==> src/rtl/clk_tick_gen.sv <==
// clk_tick_gen: multi-channel programmable tick / square-wave generator.
// Divisor and mode updates are staged and applied only at period boundaries.
module clk_tick_gen #(
  parameter int CHANNELS  = 4,
  parameter int DIV_W     = 16,
  parameter int DIV_RESET = 2,
  localparam int CH_W = (CHANNELS > 1) ? $clog2(CHANNELS) : 1
) (
  input  logic                clk_tick_gen_fsys,
  input  logic                clk_tick_gen_rst,
  input  logic [CHANNELS-1:0] clk_tick_gen_en,
  input  logic                clk_tick_gen_cfg_valid,
  output logic                clk_tick_gen_cfg_ready,
  input  logic [CH_W-1:0]     clk_tick_gen_cfg_ch,
  input  logic [DIV_W-1:0]    clk_tick_gen_cfg_div,
  input  logic                clk_tick_gen_cfg_oneshot,
  output logic [CHANNELS-1:0] clk_tick_gen_tick,
  output logic [CHANNELS-1:0] clk_tick_gen_sq,
  output logic [CHANNELS-1:0] clk_tick_gen_done
);

  typedef enum logic [1:0] {
    IDLE,
    RUN,
    HOLD
  } state_t;

  localparam logic [DIV_W-1:0] DIV_INIT =
    (DIV_RESET == 0) ? DIV_W'(1) : DIV_W'(DIV_RESET);

  logic [CHANNELS-1:0] pend_v;
  logic                xfer;
  logic [DIV_W-1:0]    wdiv;

  // Ready reflects the addressed channel; out-of-range channels always accept.
  always_comb begin
    clk_tick_gen_cfg_ready = 1'b1;
    for (int i = 0; i < CHANNELS; i++) begin
      if (clk_tick_gen_cfg_ch == CH_W'(i)) begin
        clk_tick_gen_cfg_ready = !pend_v[i];
      end
    end
  end

  assign xfer = clk_tick_gen_cfg_valid && clk_tick_gen_cfg_ready;
  assign wdiv = (clk_tick_gen_cfg_div == '0) ? DIV_W'(1)
                                             : clk_tick_gen_cfg_div;

  for (genvar i = 0; i < CHANNELS; i++) begin : g_ch
    state_t           state, nstate;
    logic [DIV_W-1:0] div, cnt, ncnt, pdiv, ndiv, last;
    logic [DIV_W:0]   half;
    logic             mode, pmode, pend, nmode;
    logic             term, apply, wr, en;
    logic             tick_r, sq_r, done_r;

    assign en    = clk_tick_gen_en[i];
    assign last  = div - 1'b1;
    assign term  = (state == RUN) && (cnt == last);
    assign apply = pend && ((state != RUN) || term);
    assign ndiv  = apply ? pdiv : div;
    assign nmode = apply ? pmode : mode;
    assign half  = ({1'b0, ndiv} + 1'b1) >> 1;
    assign wr    = xfer && (clk_tick_gen_cfg_ch == CH_W'(i));

    // Next state and count for the coming edge.
    always_comb begin
      nstate = state;
      ncnt   = cnt;
      if (!en) begin
        nstate = IDLE;
        ncnt   = '0;
      end else begin
        unique case (state)
          IDLE: begin
            nstate = RUN;
            ncnt   = '0;
          end
          RUN: begin
            if (term) begin
              nstate = mode ? HOLD : RUN;
              ncnt   = '0;
            end else begin
              ncnt = cnt + 1'b1;
            end
          end
          HOLD: ncnt = '0;
          default: begin
            nstate = IDLE;
            ncnt   = '0;
          end
        endcase
      end
    end

    // Channel state, staged config and registered outputs.
    always_ff @(posedge clk_tick_gen_fsys or posedge clk_tick_gen_rst) begin
      if (clk_tick_gen_rst) begin
        state  <= IDLE;
        cnt    <= '0;
        div    <= DIV_INIT;
        mode   <= 1'b0;
        pdiv   <= DIV_INIT;
        pmode  <= 1'b0;
        pend   <= 1'b0;
        tick_r <= 1'b0;
        sq_r   <= 1'b0;
        done_r <= 1'b0;
      end else begin
        state <= nstate;
        cnt   <= ncnt;
        div   <= ndiv;
        mode  <= nmode;
        if (wr) begin
          pdiv  <= wdiv;
          pmode <= clk_tick_gen_cfg_oneshot;
          pend  <= 1'b1;
        end else if (apply) begin
          pend <= 1'b0;
        end
        tick_r <= en && term;
        sq_r   <= (nstate == RUN) && ({1'b0, ncnt} < half);
        done_r <= (nstate == HOLD);
      end
    end

    assign pend_v[i]            = pend;
    assign clk_tick_gen_tick[i] = tick_r;
    assign clk_tick_gen_sq[i]   = sq_r;
    assign clk_tick_gen_done[i] = done_r;
  end

endmodule

==> config.mk <==
export PLATFORM = sky130hd
export DESIGN_NAME = clk_tick_gen
export DESIGN_NICKNAME = d
export VERILOG_FILES = /design/src/rtl/clk_tick_gen.sv
export SDC_FILE = /design/constraint.sdc
export NUM_CORES = 1
export LEC_CHECK = 0
export ABC_CLOCK_PERIOD_IN_PS = 11800
export CAP_MARGIN = 20
export CORE_MARGIN = 2
export CORE_UTILIZATION = 60
export DETAILED_ROUTE_END_ITERATION = 12
export PLACE_DENSITY = 0.78
export SYNTH_ARGS = -nofsm -noshare
export SYNTH_HDL_FRONTEND = slang
export SYNTH_SLANG_ARGS = --single-unit
==> constraint.sdc <==
create_clock -name clk_tick_gen_fsys -period 11.8 [get_ports clk_tick_gen_fsys]
set_input_delay 1.77 -clock clk_tick_gen_fsys [delete_from_list [all_inputs] [get_ports clk_tick_gen_fsys]]
set_output_delay 1.77 -clock clk_tick_gen_fsys [all_outputs]
set_load 0.005 [all_outputs]
==> impl.org <==
** Logic synthesis
- Yosys Warn Count :: 0
- The synthesized design contains 0 enable-type register cells.
- In this run the cell area of the synthesized design comes to 0.0154 mm^2.
- Seq cells post-synth :: 224
- Post-synthesis instance total :: 1603
- Syn Area/Cell :: 9.59 um^2
- Sequential fraction of the synthesis area :: 0.365
- Number of library cell types mapped by synthesis :: 81
- Proportion of synthesized flip-flops having asynchronous set or reset :: 1.00
- Post-Syn Nets :: 1701
- Flip-flop cell with the highest count after synthesis :: dfrtp_1

** Timing
- The max-slew violation total from the final report is 0.
- Final worst-path cycle share :: 0.562
- Setup violations remaining at the end of the flow were counted as 0.
- The number of hold-slack violations in the final timing report came to 0.
- Setup total negative slack on the finished layout was measured at 0 ns.
- Maximum operating frequency :: 151 MHz
- The clock arrives with 0.0146 ns of skew.
- Worst max-slew margin expressed relative to the limit :: 0.357
- For the pin with the worst max-slew slack, the measured transition is 0.959 ns.
- Unrepaired setup endpoints after global routing :: false
- Subtracting the final worst setup slack from the clock period gives 6.63 ns.
- Hold is met by 0.479 ns.

** GRT
- Vias in the first global route :: 11800
- Wire length of the first global-routing pass :: 60300 um
- The number of antenna violations at the first check in global routing is 0.
- Entering global routing, the biggest net connects 147 pins.
- Across every metal layer, demand over resource in global routing totals 0.278.
- Global routing finished with a remaining overflow of 0.

** CTS
- Max Buffers Root-to-Sink :: 3
- CTS tree :: yes
- The number of clock buffers added by TritonCTS is 26.
- Clock Latency Late Sink :: 0.54 ns
- Once the clock tree was built, the setup fixing pass inserted 0 buffers.
- Hold repair after CTS inserted 0 buffers.
- Number of cells upsized or downsized after cts :: 0
- Worst-path clk slew :: 0.06 ns
- CTS root buffer :: clkbuf_16
- CTS built an H-tree with a depth of 1.
- The tree built by TritonCTS fans out to 224 sinks.

** Run status
- Status :: finished, final reports clean

** Min path
- Endpoint of the worst hold path :: g_ch[1].mode$_DFFE_PP0P_
- Path class of the lowest-slack min-delay path :: reg -> reg
- Along the worst hold path, the cell count comes to 1.
- Startpoint of the most critical hold path :: g_ch[1].pmode$_DFFE_PP0P_

** Setup path
- Chain of cells forming the critical path :: inv_1 -> ha_1 -> or4b_1 -> o41ai_1 -> xor2_1 -> a32oi_1 -> or4b_1 -> a2bb2oi_4 -> buf_4 -> mux2_2 -> ha_1 -> nand4_1 -> or3_1 -> a21oi_1 -> a21oi_1 -> ha_1 -> nand4_1 -> or2_2 -> nor3_1 -> a2111oi_0 -> o21ai_0 -> a211oi_1 -> o31a_1
- Endpoint kind of the worst setup timing path :: register
- Broken down by cell family, the worst path's largest delay share belongs to compound AO/OA/AOI/OAI gates.
- Data required, critical path :: 12.27 ns
- Reg2reg path depth :: 23
- The critical path is of the reg -> reg type.
- For this design, the slowest cell found on the critical path is or4b_1.
- Setup slack on the worst reg-to-reg path comes out at 5.17 ns.
- The endpoint identified for the worst register-to-register timing path is g_ch[3].sq_r$_DFF_PP0_.
- In this design, the critical path's most frequently occurring cell is ha_1.
- In this design, the stage delay of the slowest critical-path cell is 0.60 ns.
- Data arrival time of the critical path :: 7.09 ns
- The critical path contains buffers and inverters numbering 2 combined.
- CP startpoint kind :: register
- The worst register-to-register path begins at g_ch[3].div[0]$_DFF_PP0_.
- Along the worst path, the maximum fanout reaches 46.

** Power
- For this design the static power due to leakage is 7.18 nW.
- Peak supply drop :: 159 uV
- Dividing total power by cell area gives a power density of 187 mW/mm^2.
- The design draws 0.00314 W.

** Placement
- Weighted congestion at the end of routability-driven global placement :: 0.949
- Post-detail-place hpwl :: 26400 um
- Placed inst area :: 0.0158 mm^2
- Port Buffers :: 38

** Detailed routing
- The first routing iteration left 951 violations.
- Number of remaining DRC errors :: 0
- Average wire length per cell after detail routing :: 18.8 um
- The count of nets left with antenna violations once routing finished came out at 0.
- Total length of routed wires :: 36300 um
- First-pass iteration count of the detailed router :: 4
- Via count normalized by instance count :: 6.14
- The final route contains 11800 vias.

** Floorplan
- The initial utilization of the core area, before any placement, comes to 0.610.
- Num rows :: 58
- 39 I/O pins were placed.
- Area of the core :: 0.0252 mm^2
- The floorplan step set the die width to 164 um.
- From bottom edge to top edge, the die measures 164 um.
- Die area :: 0.0269 mm^2

** Finish
- Synth-to-Final Area Change :: 8.96%
- Of the cells placed in the final design, the portion with a size suffix greater than 1 is 0.128.
- In the final design database the tool counted 1679 nets.
- 0 antenna diodes ended up in the layout.
- Final design instance area without fill :: 0.0167 mm^2
- The filler cells instantiated in the layout total 1966.

** Run
- Maximum Capacitance Violations :: 0
-- state kept, by name, summed over array words and instances, names as in the netlist, 8 cells and up --
name / flops
g_ch.cnt: 64
g_ch.div: 64
g_ch.pdiv: 64
g_ch.state: 8
-- worst max path at each step --
stage	endpoint	cells after the start	startpoint	slack, ns
6_report	g_ch[3].sq_r$_DFF_PP0_	23	g_ch[3].div[0]$_DFF_PP0_	5.17
5_1_grt	g_ch[3].sq_r$_DFF_PP0_	23	g_ch[3].div[0]$_DFF_PP0_	4.65
4_1_cts	g_ch[3].sq_r$_DFF_PP0_	23	g_ch[3].div[0]$_DFF_PP0_	5.17
3_5_place_dp	g_ch[3].sq_r$_DFF_PP0_	23	g_ch[3].div[0]$_DFF_PP0_	5.24
3_3_place_gp	g_ch[3].sq_r$_DFF_PP0_	23	g_ch[3].div[0]$_DFF_PP0_	5.15
2_1_floorplan	g_ch[0].cnt[0]$_DFF_PP0_	1	clk_tick_gen_rst	3.91
-- through the flow --
step,std cells,util,setup slack (ns)
after global routing,1931,0.665,4.65
after detailed placement,1881,0.627,5.24
final,1931,0.665,5.17
after floorplan,1603,-,3.91
after global placement,1881,0.627,5.15
after CTS,1929,0.663,5.17
-- worst register-to-register path: stages, from the launching register on --
cell and delay, ns:
dfrtp_1 0.46, inv_1 0.09, ha_1 0.25, or4b_1 0.60, o41ai_1 0.36, xor2_1 0.18, a32oi_1 0.14, or4b_1 0.59
a2bb2oi_4 0.17, buf_4 0.28, mux2_2 0.31, ha_1 0.38, nand4_1 0.24, or3_1 0.35, a21oi_1 0.15, a21oi_1 0.07
ha_1 0.32, nand4_1 0.08, or2_2 0.13, nor3_1 0.07, a2111oi_0 0.51, o21ai_0 0.22, a211oi_1 0.41, o31a_1 0.19
-- cells by family (layout without fill, tap and decap cells) --
| logic type | Yosys count | in the layout | synth area share |
|---|---|---|---|
| simple gates | 591 | 591 | 0.199 |
| fa+ha+maj | 72 | 72 | 0.0586 |
| xor+xnor | 211 | 211 | 0.121 |
| flops | 224 | 224 | 0.365 |
| mux | 178 | 178 | 0.130 |
| buf+inv | 138 | 136 | 0.0400 |
| compound gates | 189 | 189 | 0.0861 |
-- cell type report --
class / count / area, um^2 / area share
Timing Repair Buffer: 49 / 503 / 0.0300
Inverter: 39 / 154 / 0.00919
Clock buffer: 38 / 787 / 0.0470
Tap cell: 330 / 413 / 0.0247
Clock inverter: 10 / 103 / 0.00613
Multi-Input combinational cell: 1241 / 9170 / 0.548
Sequential cell: 224 / 5620 / 0.335
-- per-layer routing --
| layer | global-route usage | part of all wire | vias up |
|---|---|---|---|
| met5 | 0 | 0 | - |
| li1 | - | - | 5668 |
| met3 | 0.0313 | 0.049 | 74 |
| met2 | 0.460 | 0.47 | 321 |
| met4 | 0.0861 | 0.028 | 0 |
| met1 | 0.385 | 0.45 | 5785 |
-- layout by cell type (no fill, tap or decap), types with 24 or more instances in the layout --
cell type	n
dfrtp_1	216
clkdlybuf4s50_1	38
nor2_1	158
nand4_1	45
nand3_1	88
nor3_1	27
a21oi_1	40
o21ai_0	38
a21o_1	24
clkbuf_16	27
xor2_1	82
mux2_2	103
mux2i_1	47
inv_1	38
ha_1	72
nand2_1	94
xnor2_1	128
and3_1	43
-- power by group --
group          switching, W  total [W]  internal [W]
clock              0.000324   0.000828      0.000504
combinational      0.000525    0.00104      0.000518
sequential         0.000331    0.00127      0.000935
-- synthesized netlist by cell type, types with 13 or more instances --
cell	instances	share of area
dfrtp_1	216	0.35
nor2_1	158	0.039
xnor2_1	128	0.073
mux2_2	103	0.075
nand2_1	94	0.023
nand3_1	88	0.029
xor2_1	82	0.047
ha_1	72	0.059
clkbuf_1	66	0.016
mux2i_1	47	0.031
nand4_1	45	0.018
and3_1	43	0.018
a21oi_1	40	0.013
inv_1	39	0.0095
o21ai_0	38	0.012
nor3_1	29	0.0094
a21o_1	24	0.012
nor2b_1	23	0.0094
mux2_1	17	0.012
nor4_1	17	0.0069
buf_2	14	0.0046
buf_4	14	0.0068
or4_1	13	0.0064
Note: power is estimated with default switching activity, not from simulation.
